$ cat src/rtl/throw_power_ctl.sv
// Throw charge meter: debounced button ramps a power value, releases fire a one-cycle enable.
// Define THROW_PWR_PINGPONG_EN for an up/down ramp; default build saturates at PWR_MAX.
module throw_power_ctl #(
  parameter int unsigned DEBOUNCE_CYC = 200000,
  parameter int unsigned TICK_DIV     = 400000,
  parameter int unsigned PWR_MAX      = 100
) (
  input  logic       clk,
  input  logic       rst_n,
  input  logic       btn,
  input  logic       busy,
  output logic       enable,
  output logic [7:0] power,
  output logic       charging,
  output logic [7:0] meter
);

  localparam int unsigned DB_W = (DEBOUNCE_CYC > 1) ? $clog2(DEBOUNCE_CYC + 1) : 1;
  localparam int unsigned TK_W = (TICK_DIV > 1) ? $clog2(TICK_DIV + 1) : 1;

  localparam logic [DB_W-1:0] DB_LAST = DB_W'(DEBOUNCE_CYC - 1);
  localparam logic [TK_W-1:0] TK_LAST = TK_W'(TICK_DIV - 1);
  localparam logic [7:0]      PMAX    = 8'(PWR_MAX);

  localparam logic [1:0] ST_IDLE   = 2'd0;
  localparam logic [1:0] ST_CHARGE = 2'd1;
  localparam logic [1:0] ST_FIRE   = 2'd2;
  localparam logic [1:0] ST_LOCK   = 2'd3;

  logic            sync1_q, sync2_q;
  logic [DB_W-1:0] db_cnt_q, db_cnt_d;
  logic            btn_db_q, btn_db_d;
  logic            btn_db_dly_q;
  logic            rise_c, fall_c;

  logic [1:0]      state_q, state_d;
  logic [TK_W-1:0] tick_q, tick_d;
  logic [7:0]      live_q, live_d;
  logic [7:0]      power_q, power_d;
  logic            enable_q, enable_d;
  logic            charging_q, charging_d;
  logic [7:0]      meter_q, meter_d;
`ifdef THROW_PWR_PINGPONG_EN
  logic            dir_up_q, dir_up_d;
`endif

  // Debounce: count consecutive cycles the synchronised level disagrees with the accepted one
  always_comb begin
    db_cnt_d = '0;
    btn_db_d = btn_db_q;
    if (sync2_q != btn_db_q) begin
      if (db_cnt_q == DB_LAST) begin
        btn_db_d = sync2_q;
      end else begin
        db_cnt_d = db_cnt_q + DB_W'(1);
      end
    end
  end

  assign rise_c = btn_db_q & ~btn_db_dly_q;
  assign fall_c = ~btn_db_q & btn_db_dly_q;

  // Next state, ramp and latched power
  always_comb begin
    state_d = state_q;
    tick_d  = tick_q;
    live_d  = live_q;
    power_d = power_q;
`ifdef THROW_PWR_PINGPONG_EN
    dir_up_d = dir_up_q;
`endif
    case (state_q)
      ST_IDLE: begin
        if (rise_c && !busy) begin
          state_d = ST_CHARGE;
          tick_d  = '0;
          live_d  = '0;
`ifdef THROW_PWR_PINGPONG_EN
          dir_up_d = 1'b1;
`endif
        end
      end
      ST_CHARGE: begin
        // Release takes priority over a coincident tick so the pre-step value is kept
        if (fall_c) begin
          if (live_q == 8'd0) begin
            state_d = ST_IDLE;
          end else begin
            power_d = live_q;
            state_d = ST_FIRE;
          end
        end else if (tick_q == TK_LAST) begin
          tick_d = '0;
`ifdef THROW_PWR_PINGPONG_EN
          if (dir_up_q) begin
            if (live_q >= PMAX) begin
              dir_up_d = 1'b0;
              live_d   = live_q - 8'd1;
            end else begin
              live_d = live_q + 8'd1;
            end
          end else begin
            if (live_q == 8'd0) begin
              dir_up_d = 1'b1;
              live_d   = 8'd1;
            end else begin
              live_d = live_q - 8'd1;
            end
          end
`else
          if (live_q < PMAX) begin
            live_d = live_q + 8'd1;
          end
`endif
        end else begin
          tick_d = tick_q + TK_W'(1);
        end
      end
      ST_FIRE: begin
        state_d = ST_LOCK;
      end
      ST_LOCK: begin
        if (!busy && !btn_db_q) begin
          state_d = ST_IDLE;
        end
      end
      default: begin
        state_d = ST_IDLE;
      end
    endcase
  end

  // Outputs registered from next-state so they line up with the state register
  always_comb begin
    enable_d   = (state_d == ST_FIRE);
    charging_d = (state_d == ST_CHARGE);
    meter_d    = charging_d ? live_d : power_d;
  end

  always_ff @(posedge clk or negedge rst_n) begin
    if (!rst_n) begin
      sync1_q      <= 1'b0;
      sync2_q      <= 1'b0;
      db_cnt_q     <= '0;
      btn_db_q     <= 1'b0;
      btn_db_dly_q <= 1'b0;
      state_q      <= ST_IDLE;
      tick_q       <= '0;
      live_q       <= '0;
      power_q      <= '0;
      enable_q     <= 1'b0;
      charging_q   <= 1'b0;
      meter_q      <= '0;
`ifdef THROW_PWR_PINGPONG_EN
      dir_up_q     <= 1'b1;
`endif
    end else begin
      sync1_q      <= btn;
      sync2_q      <= sync1_q;
      db_cnt_q     <= db_cnt_d;
      btn_db_q     <= btn_db_d;
      btn_db_dly_q <= btn_db_q;
      state_q      <= state_d;
      tick_q       <= tick_d;
      live_q       <= live_d;
      power_q      <= power_d;
      enable_q     <= enable_d;
      charging_q   <= charging_d;
      meter_q      <= meter_d;
`ifdef THROW_PWR_PINGPONG_EN
      dir_up_q     <= dir_up_d;
`endif
    end
  end

  assign enable   = enable_q;
  assign power    = power_q;
  assign charging = charging_q;
  assign meter    = meter_q;

endmodule
$ cat config.mk
export PLATFORM = sky130hd
export DESIGN_NAME = throw_power_ctl
export DESIGN_NICKNAME = d
export VERILOG_FILES = /design/src/rtl/throw_power_ctl.sv
export SDC_FILE = /design/constraint.sdc
export NUM_CORES = 1
export LEC_CHECK = 0
export CAP_MARGIN = 10
export CORE_MARGIN = 2
export CORE_UTILIZATION = 66
export CTS_BUF_LIST = sky130_fd_sc_hd__clkbuf_8
export CTS_CLUSTER_DIAMETER = 150
export CTS_CLUSTER_SIZE = 30
export DETAILED_ROUTE_END_ITERATION = 10
export GPL_TIMING_DRIVEN = 1
export PLACE_DENSITY = 0.9
export REMOVE_ABC_BUFFERS = 1
export SLEW_MARGIN = 20
export SYNTH_ARGS = -nofsm -noshare
export SYNTH_HDL_FRONTEND = slang
export SYNTH_SLANG_ARGS = --single-unit
$ cat constraint.sdc
create_clock -name clk -period 6.4 [get_ports clk]
set_input_delay 1.28 -clock clk [delete_from_list [all_inputs] [get_ports clk]]
set_output_delay 1.28 -clock clk [all_outputs]
set_load 0.02 [all_outputs]
Word level (Yosys, flattened, before mapping). Index checks and enable logic that the tools add are counted.

Bits of input ports: 4. Word-level logic and storage cells: 59. Register bits after elaboration: 69. Output and inout bits: 18.

Reduce and logical (&&, ||, !) cells: 9. Order comparisons: 1. Mux-type cells: 20. Add/sub/neg operators: 3. Bitwise operators: 4. Eq/ne operators: 10.

Operators by type and width (count): 2-to-1 mux 8 bit (8); 2-to-1 mux 19 bit (3); one-hot mux 19 bit (2 select lines) (1); 2-to-1 mux 18 bit (2); adder 19 x 1 -> 19 bit, second input constant (1); equality test 19 bit, second input constant (1); adder 18 x 1 -> 18 bit, second input constant (1); equality test 18 bit, second input constant (1); one-hot mux 8 bit (2 select lines) (1); adder 8 x 1 -> 8 bit, second input constant (1); logical NOT 8 bit (1); < comparator 8 x 7 -> 1 bit, second input constant (1); 2-to-1 mux 2 bit (4); one-hot mux 2 bit (4 select lines) (1); equality test 2 bit, second input constant (3); equality test 2 x 1 -> 1 bit, second input constant (2); inequality test 2 bit, second input constant (2); AND reduction 3 bit (1); bitwise AND 1 bit (2); logical AND 1 bit (2); logical NOT 1 bit (2); logical NOT 2 bit (1); NOT 1 bit (2); AND reduction 2 bit (1); 2 further kinds (2).

Longest topological paths before layout. Gate-level depths: netlist of the first run.

Depth after elaboration: 7. Gate-level depth with buffers: 8. Gate-level depth less buffers: 7.

Worst setup path after synthesis of the first run. Ideal clock, no wire load.

Path type: in2reg. Start point: input port busy. End point: register meter_q[3], in the netlist meter[3]. Required time: 6.331 ns. Stages on the path: 7. Data arrival time: 2.612 ns. Path buffers: 1. Setup time: 0.069 ns. Setup slack: 3.719 ns. Cells stage by stage: or3b_4 a31o_1 buf_2 inv_2 nand2_1 or4_1 nand3_1.

Longest elaborated chain between the ends: 6. Elaborated cells between the ends (all ways): 10.

Ends and longest elaborated chain: from (decl) (RTL line 11) `input logic busy,`; logical NOT 1 bit (*) (RTL line 74, 123); logical AND 1 bit, on equally long branches (RTL line 123, 74); 2-to-1 mux 2 bit, on equally long branches (RTL line 123, 74); one-hot mux 2 bit (4 select lines) (RTL line 72) `case (state_q)`; equality test 2 x 1 -> 1 bit (RTL line 136) `charging_d = (state_d == ST_CHARGE);`; 2-to-1 mux 8 bit (*) (RTL line 137) `meter_d = charging_d ? live_d : power_d;`; via meter_d[3] (RTL line 42) `logic [7:0] meter_q, meter_d;`; to (signal assigned) (RTL line 169) `meter_q <= meter_d;`; to (decl) (RTL line 42).

The timed path passes the listed nets; every way through them passes the cells marked *. A chain may end at the register's enable or synchronous reset.

Final worst setup path of the first run.
Start point: input port busy. End point: register tick_q[3].

Longest elaborated chain between the ends: 4.

Ends and longest elaborated chain: logical NOT 1 bit (RTL line 74) `if (rise_c && !busy) begin`; logical AND 1 bit (RTL line 74); inequality test 2 bit (no line); AND reduction 3 bit (no line); to (signal assigned) (RTL line 164) `tick_q <= tick_d;`; to (decl) (RTL line 37) `logic [TK_W-1:0] tick_q, tick_d;`.

Every way passes these cells.

==> metrics.txt, run 1 <==
post-CTS setup buffer count 0; outcome finished clean; Inserted Diodes 0; Max H-tree Level 3; Tot GR Track Use 0.283; final setup violation count 0; CP max FO 23; Period minus WS final 3.32 ns; Final Slew Violations 0; Hold Buf Count CTS 0; clk slew on worst S/H paths about 0.070 ns; post-cts sizing count 0; Post-DP HPWL a little under 5 mm; gr ovfl total 0; drt pass-1 iters 7; reg2reg end meter[2]; Pwr Density ~320 mW/mm2; Synth cell types between 50 and 60; top post-synthesis cells by area dfrtp_1 (50%), nor2_1 (4.5%), nand2_1 (3.6%), o21ai_0 (3.3%), xor2_1 (2.8%); Synth top area share 0.498; largest net degree at the start of global routing 70; worst reg2reg startpoint live_q[0]; first-pass GRT wire length about 13 mm; Mapped Area about 0.0035 mm2; Hold Crit Endpoint sync2_q; FF-to-FF path depth 7; Syn Inst Count ~360; row cnt 26; clock latency on the worst-skew pair 0.35 ns; Peak VDD IR between 0.0002 and 0.00025 V; final WL 7.98 mm; clock buffers created by TritonCTS 9; share of flip-flops with an asynchronous set or reset 1.00; Die Span Y ~76 um; Hold WS about 0.35 ns; fin area ~0.0039 mm2; Seq cells post-synth between 60 and 70; cell accounting for the most synthesized area dfrtp_1; global placement routability congestion 0.841; grt met2 use 0.458; Yosys Warn Count 0; register area share after synthesis 0.498; worst min path class register to register; Starting Density 0.683; Avg WL per Cell ~18 um; crit path kind input port to register; most used routing layer met2; synthesized area per cell slightly below 10 um2; M3 GR Usage 0.0782; Final nets 382; final hold vios 0; critical path startpoint category input port; CTS tree done; Core Area 0.00507 mm2; Max Clock Skew about 0.014 ns; number of global-route vias before repair approximately 2700; Die X between 70 and 80 um; area grow syn2layout 13.8%; initial antenna violation count 0; Post-synth EDFFs 0; First DRT Iteration DRCs between 300 and 400; Placement Cell Area 0.00370 mm2; ratio of cells with drive above 1 in the final layout 0.0818; Max Root-Sink Buffers 2; die area approximately 0.0058 mm2; number of fill cells roughly 340; RSZ-0062 raised after global routing no; critical path data arrival time between 3 and 4 ns; MaxCap Viol Count 0; io pins 22; clk root buf clkbuf_8; ys flop type dfrtp_1; met1 usage 0.369; Num Clock Sinks approximately 70; I/O Buffers 21; actual slew at the worst max-slew pin 0.997 ns; part of the cycle the worst path needs 0.519; flop-to-flop setup slack roughly 3.9 ns; via count about 2900; hold path depth 0; Fmax roughly 300 MHz; TNS Setup 0 ns; Vias per Instance around 6.5; critical path capture point type register; Lkg Pwr around 1.7 nW; Detail Route Antenna Nets 0; Max-slew headroom 0.329; Post-route DRC 0; CP startpoint busy; min-delay src sync1_q; worst endpoint required time roughly 6.7 ns
==> layer usage <==
layer | vias up | part of all wire
li1 | 1304 | -
met1 | 1416 | 0.41
met2 | 172 | 0.48
met3 | 47 | 0.073
met4 | 0 | 0.039
met5 | - | 0
==> layout make-up <==
| class | count | area [um2] | share of cell area |
|---|---|---|---|
| sequential | 69 | 1730 | 0.438 |
| multi-input combinational | 256 | 1610 | 0.409 |
| inverter | 14 | 52.6 | 0.0133 |
| tap | 70 | 87.6 | 0.0222 |
| timing repair buffer | 24 | 228 | 0.0577 |
| clock inverter | 7 | 115 | 0.0292 |
| clock buffer | 9 | 124 | 0.0314 |
==> registers in the layout (all words and copies together) (netlist names) <==
name and flops:
sync1_q 1, btn_db_q 1, db_cnt_q 18, power 8
enable 1, tick_q 19, charging 1, sync2_q 1
state_q 2, meter 8, btn_db_dly_q 1, live_q 8
==> stage by stage <==
| stage | utilization | total power [mW] | worst slack, ns | instances |
|---|---|---|---|---|
| 2_1_floorplan | - | 0.702 | 3.40 | 339 |
| 3_3_place_gp | 0.728 | 0.812 | 2.84 | 433 |
| 3_5_place_dp | 0.728 | 0.822 | 2.78 | 433 |
| 4_1_cts | 0.775 | 1.25 | 3.09 | 449 |
| 5_1_grt | 0.778 | 1.30 | 2.99 | 449 |
| 6_report | 0.778 | 1.25 | 3.08 | 449 |
==> synth_stat cells, types with 5 or more instances <==
master and count:
and2_1 5, nor2_1 42, o21ai_0 23, xor2_1 11, dfrtp_1 69, nand2_1 33, nor3_1 7, or3_1 6
a22o_1 6, nand2b_1 6, clkbuf_1 9, inv_1 13, a31oi_1 5, nand3_1 18, a21oi_1 10, and3_1 5
nand4_1 9, xnor2_1 10
==> how the worst max path moves through the flow <==
stage / endpoint / slack [ns] / cells after the start
floorplan: tick_q[3] / 3.40 / 5
global placement: tick_q[8] / 2.84 / 7
detailed placement: tick_q[3] / 2.78 / 7
CTS: tick_q[3] / 3.09 / 7
global route: tick_q[3] / 2.99 / 7
finish: tick_q[3] / 3.08 / 7
==> power by group <==
group / internal (mW) / switching [mW] / total (mW)
combinational: 0.109 / 0.197 / 0.307
sequential: 0.479 / 0.0389 / 0.518
clock: 0.257 / 0.169 / 0.426
==> worst max-delay path: stages <==
cell and delay, ns:
clkdlybuf4s50_1 0.48, or3b_4 0.44, a31o_1 0.30, buf_4 0.26, a211o_1 0.39, or3_1 0.36, o21ai_0 0.07
==> logic make-up (layout without fill, tap and decap cells) <==
logic type,count (synthesis),after routing,share of synthesized area
AO/OA/AOI/OAI,67,67,0.132
buffers and inverters,30,54,0.0401
multiplexers,6,6,0.0184
AND/OR/NAND/NOR,158,158,0.244
XOR/XNOR,21,21,0.0530
flip-flops,69,69,0.498
adder cells (fa/ha/maj),4,4,0.0144
==> cell usage in the layout, fill, tap and decap left out, drive strengths merged, types with 7 or more instances in the layout <==
cell type,count
clkbuf,9
xnor2,10
dfrtp,69
nand3,19
or3,7
clkdlybuf4s50,20
inv,15
nand2,33
xor2,11
nand4,9
a21oi,10
nor2,42
nor3,7
o21ai,23
(Power assumes the default switching activity.)
==> run 2, diff against run 1 <==
--- a/config.mk
+++ b/config.mk
@@ -7,13 +7,13 @@
 export LEC_CHECK = 0
 export CAP_MARGIN = 10
 export CORE_MARGIN = 2
-export CORE_UTILIZATION = 66
+export CORE_UTILIZATION = 55
 export CTS_BUF_LIST = sky130_fd_sc_hd__clkbuf_8
 export CTS_CLUSTER_DIAMETER = 150
 export CTS_CLUSTER_SIZE = 30
 export DETAILED_ROUTE_END_ITERATION = 10
 export GPL_TIMING_DRIVEN = 1
-export PLACE_DENSITY = 0.9
+export PLACE_DENSITY = 0.81
 export REMOVE_ABC_BUFFERS = 1
 export SLEW_MARGIN = 20
 export SYNTH_ARGS = -nofsm -noshare
==> constraint.sdc (replaced) <==
create_clock -name clk -period 3 [get_ports clk]
set_input_delay 0.6 -clock clk [delete_from_list [all_inputs] [get_ports clk]]
set_output_delay 0.6 -clock clk [all_outputs]
set_load 0.02 [all_outputs]
==> metrics.txt, run 2 (synthesized netlist as in run 1, its figures left out) <==
outcome finished clean; clk slew on worst S/H paths 0.08 ns (about the same); DR top layer met4; RSZ-0062 raised after global routing no; final hold vios 0 (unchanged); Vias per Instance 5.95 (-9.2%); Worst Setup EP tick_q[8]; post-CTS setup buffer count 0 (unchanged); Die X 83.4 um (+9.0%); multi-input logic area 0.00160 mm2 (-0.70%); fin util 0.663 (-0.114); top flop regs tick_q x19, db_cnt_q x18; Starting Density 0.579 (-0.104); Max-slew headroom 0.561 (+0.232); routed wl met3 406 um (-31%); Final nets 387 (+1.3%); power share of the clock group 0.321 (-0.020); initial antenna violation count 0 (unchanged); worst reg2reg startpoint live_q[0]; number of fill cells 457 (+36%); met2 wire len 3.38 mm (-12%); post-cts sizing count 0 (unchanged); register area 0.00173 mm2 (unchanged); clock buffers created by TritonCTS 9 (unchanged); final worst slack 0.625 ns (-2.45 ns); critical path capture point type register; combinational group share of total power 0.259 (+0.014); die area 0.00695 mm2 (+19%); most frequent cells in the layout dfrtp_1 (69), nor2_1 (42), nand2_1 (33); row cnt 28 (+7.7%); Fmax 421 MHz; Core Area 0.00599 mm2 (+18%); actual slew at the worst max-slew pin 0.658 ns (-0.339 ns); CP startpoint busy; final setup violation count 0 (unchanged); Post-route DRC 0 (unchanged); CTS tree done; Switching Fraction 0.331 (+0.00723); Die Span Y 83.4 um (+9.0%); part of the cycle the worst path needs 0.792; critical path startpoint category input port; Lkg Pwr 1.67 nW (+0.80%); CP max FO 9 (-61%); Tot GR Track Use 0.225 (-0.0574); Max Root-Sink Buffers 2 (unchanged); gr ovfl total 0 (unchanged); first-pass GRT wire length 12.5 mm (-3.8%); crit path kind input port to register; Hold Buf Count CTS 0 (unchanged); MaxCap Viol Count 0 (unchanged); drt pass-1 iters 4 (-3); global placement routability congestion 0.852 (+1.3%); Most flops, register tick_q; via count 2729 (-7.1%); Switch Pwr 0.869 mW (+110%); Pwr Density 660 mW/mm2 (+110%); Max H-tree Level 3 (unchanged); largest net degree at the start of global routing 44 (-37%); Period minus WS final around 2.4 ns; commonest non-fill, non-tap cell in the layout dfrtp_1; I/O Buffers 21 (unchanged); Detail Route Antenna Nets 0 (unchanged); Peak VDD IR 0.000395 V (+94%); io pins 22 (unchanged); clock latency on the worst-skew pair 0.36 ns (about the same); max reg flops 19 (unchanged); Max Clock Skew 0.0115 ns (-0.00295 ns); number of global-route vias before repair 2679 (-0.48%); worst endpoint required time 3.27 ns (-3.40 ns); FF-to-FF path depth 8 (+1); flop-to-flop setup slack 0.71 ns (-3.15 ns); Post-DP HPWL 4.83 mm (-0.37%); ratio of cells with drive above 1 in the final layout 0.0964 (+0.0146); Num Clock Sinks 69 (unchanged); Place WS 0.284 ns (-2.50 ns); critical path data arrival time 2.64 ns (-0.95 ns); final WL 7.21 mm (-9.7%); clk root buf clkbuf_8; DRT met1 WL 3.29 mm (+1.2%); Final Slew Violations 0 (unchanged); TNS Setup 0 ns (unchanged); Avg WL per Cell 15.7 um (-12%); reg2reg end meter[1]; worst min path class input port to async pin; First DRT Iteration DRCs 179 (-54%); Power Internal 1.75 mW (+110%); area grow syn2layout 14.6%; sequential share of power 0.419 (+0.005); Inserted Diodes 0 (unchanged)
-- run 2: layout make-up --
class,count,share of cell area
clock buffer,9,0.0312
clock inverter,7,0.0246
inverter,14,0.0132
multi-input combinational,256,0.403
sequential,69,0.435
tap,75,0.0236
timing repair buffer,29,0.0699
-- run 2: worst min-delay path by stage --
stage | endpoint | slack (ns)
finish | meter[1] | 0.27
global route | meter[1] | 0.31
CTS | meter[1] | 0.27
detailed placement | sync2_q | 0.35
global placement | sync2_q | 0.33
floorplan | btn_db_dly_q | 0.30
-- run 2: worst max-delay path, cell delays in order --
cell,delay (ns)
clkdlybuf4s50_1,0.44
or3b_4,0.41
a31o_1,0.30
a211o_1,0.42
or3_1,0.39
o21ai_0,0.09
-- run 2: metrics by stage --
step	hold WS (ns)	area (um2)	total power [mW]	cells
floorplan	0.304	3380	1.50	339
global placement	0.334	3750	1.77	443
detailed placement	0.348	3750	1.79	443
CTS	0.267	3970	2.65	459
global route	0.312	3970	2.76	459
finish	0.267	3970	2.62	459
-- run 2: power groups by stage --
stage               sequential [mW]  combinational (mW)  clock (mW)
finish                         1.10               0.680       0.843
global route                   1.11               0.749       0.896
CTS                            1.10               0.684       0.863
detailed placement             1.12               0.676           0
global placement               1.11               0.661           0
floorplan                      1.17               0.328           0
-- run 2: routing by layer --
metal,up-vias,GRT usage
met5,-,0
met4,0,0.0984
met3,12,0.0626
met2,82,0.349
met1,1327,0.297
li1,1308,-
==> run 3, diff against run 2 <==
==> constraint.sdc (replaced) <==
create_clock -name clk -period 2.1 [get_ports clk]
set_input_delay 0.42 -clock clk [delete_from_list [all_inputs] [get_ports clk]]
set_output_delay 0.42 -clock clk [all_outputs]
set_load 0.02 [all_outputs]
==> metrics.txt, run 3 (synthesized netlist as in run 1, its figures left out) <==
met2 wire len 4.10 mm (+21%); combinational group share of total power 0.297 (+0.038); crit path kind register to register; routed wl met3 282 um (-31%); critical path data arrival time 2.35 ns (-0.29 ns); Core Area 0.00599 mm2 (unchanged); FF-to-FF path depth 9 (+1); actual slew at the worst max-slew pin 0.601 ns (-0.0567 ns); clk root buf clkbuf_8; Pwr Total 4.14 mW (+58%); ratio of cells with drive above 1 in the final layout 0.212 (+0.116); CTS tree done; Post-DP HPWL 5.46 mm (+13%); Lkg Pwr 1.89 nW (+13%); number of global-route vias before repair 2912 (+8.7%); final WL 8.23 mm (+14%); most frequent cells in the layout dfrtp_1 (69), buf_4 (42), nor2_1 (39); Final nets 423 (+9.3%); Most flops, register tick_q; Power Internal 2.83 mW (+61%); Detail Route Antenna Nets 0 (unchanged); io pins 22 (unchanged); Tot GR Track Use 0.247 (+0.0217); Pwr Density 939 mW/mm2 (+42%); clock latency on the worst-skew pair 0.35 ns (about the same); power share of the clock group 0.331 (+0.010); critical path startpoint category register; Switching Fraction 0.317 (-0.0139); Max Clock Skew 0.0118 ns (+0.000315 ns); First DRT Iteration DRCs 173 (-3.4%); Vias per Instance 5.78 (-2.7%); global placement routability congestion 0.896 (+5.1%); Slowest-stage cell, CP or4b_4; final hold vios 0 (unchanged); DRT met1 WL 3.67 mm (+11%); Max H-tree Level 3 (unchanged); Die Span Y 83.4 um (unchanged); part of the cycle the worst path needs 0.996; worst reg2reg startpoint live_q[0]; max reg flops 19 (unchanged); DR top layer met4; Max-slew headroom 0.594 (+0.0323); Bufs and invs on worst path 3 (+2); Top Family by Delay on Critical Path compound AO/OA/AOI/OAI gates; worst-path cell chain inv_2, ha_4, or4b_4, o41ai_4, buf_4, buf_6, a22o_1, a22oi_2, o21ai_1; reg2reg end meter[2]; RSZ-0062 raised after global routing yes; top flop regs tick_q x19, db_cnt_q x18; fin area 0.00441 mm2 (+11%); largest net degree at the start of global routing 70 (+59%); drt pass-1 iters 4 (unchanged); Post-route DRC 0 (unchanged); Switch Pwr 1.31 mW (+51%); sequential share of power 0.372 (-0.047); critical path capture point type register; Peak VDD IR 0.000696 V (+76%); flop-to-flop setup slack 0.008 ns (-0.70 ns); Max Root-Sink Buffers 2 (unchanged); first-pass GRT wire length 13.7 mm (+9.2%); Inserted Diodes 0 (unchanged); Final Slew Violations 0 (unchanged); row cnt 28 (unchanged); Die X 83.4 um (unchanged); CP max FO 5 (-4); MaxCap Viol Count 0 (unchanged); final setup violation count 0 (unchanged); worst min path class input port to async pin; clk slew on worst S/H paths 0.08 ns (about the same); Period minus WS final 2.09 ns; commonest non-fill, non-tap cell in the layout dfrtp_1; initial antenna violation count 0 (unchanged); outcome finished clean; die area 0.00695 mm2 (unchanged); gr ovfl total 0 (unchanged); area grow syn2layout 27.2%; via count 2863 (+4.9%); Placement Cell Area 0.00398 mm2 (+6.0%); Starting Density 0.579 (unchanged); worst endpoint required time 2.36 ns (-0.91 ns); slowest stage delay, CP 0.48 ns (+0.04 ns); I/O Buffers 21 (unchanged); Num Clock Sinks 69 (unchanged); Fmax about 480 MHz; clock buffers created by TritonCTS 9 (unchanged); Avg WL per Cell 16.6 um (+5.9%)
## run 3: cell types whose count changed in the layout (fill, tap and decap cells not counted), sizes merged
cell	before	now
clkbuf	9	11
bufinv	2	3
clkinvlp	2	1
buf	9	45
inv	16	14
## run 3: what timing repair did
| action | in CTS | in global routing |
|---|---|---|
| gates resized for setup | 9 | 16 |
| setup endpoints to repair | 7 | 30 |
| buffers inserted | 3 | 3 |
| pin swaps | 3 | 10 |
| hold buffers | 0 | 0 |
## run 3: layout make-up
type | count | area (um2)
Timing Repair Buffer | 65 | 552
Inverter | 14 | 52.6
Sequential cell | 69 | 1730
Clock buffer | 11 | 151
Fill cell | 407 | 1580
Clock inverter | 5 | 106
Multi-Input combinational cell | 256 | 1730
Tap cell | 75 | 93.8
## run 3: stage by stage
step / util / instances / hold slack, ns / setup WS (ns) / TNS, ns
2_1_floorplan: - / 339 / 0.124 / -0.218 / -1.13
3_3_place_gp: 0.664 / 473 / 0.339 / -0.285 / -4.15
3_5_place_dp: 0.664 / 473 / 0.343 / -0.342 / -5.26
4_1_cts: 0.717 / 492 / 0.0957 / -0.126 / -0.693
5_1_grt: 0.736 / 495 / 0.106 / -0.0645 / -0.269
6_report: 0.736 / 495 / 0.0884 / 0.00831 / 0
## run 3: how the worst max path moves through the flow
stage          startpoint         to  slack, ns  cells past startpoint
6_report        live_q[0]   meter[2]      0.008                      9
5_1_grt         live_q[0]   meter[1]      -0.06                      8
4_1_cts         live_q[0]   meter[1]      -0.13                      8
3_5_place_dp         busy  tick_q[3]      -0.34                      6
3_3_place_gp         busy  tick_q[3]      -0.29                      6
2_1_floorplan   live_q[0]   meter[1]      -0.22                      7
## run 3: power by group through the flow
stage | Combinational (mW) | Clock, mW | Sequential (mW)
after floorplan | 0.468 | 0 | 1.67
after global placement | 1.10 | 0 | 1.55
after detailed placement | 1.13 | 0 | 1.56
after CTS | 1.15 | 1.38 | 1.54
after global routing | 1.33 | 1.45 | 1.55
final | 1.23 | 1.37 | 1.54
## run 3: metal layers
layer / vias up / GRT usage
met2: 64 / 0.408
met1: 1395 / 0.312
met4: 0 / 0.0909
li1: 1389 / -
met5: - / 0
met3: 15 / 0.0666
## run 3: worst register-to-register path, cell delays in order (launching register included)
cell and delay (ns):
dfrtp_1 0.40, inv_2 0.09, ha_4 0.13, or4b_4 0.48
o41ai_4 0.26, buf_4 0.18, buf_6 0.11, a22o_1 0.16
a22oi_2 0.09, o21ai_1 0.12
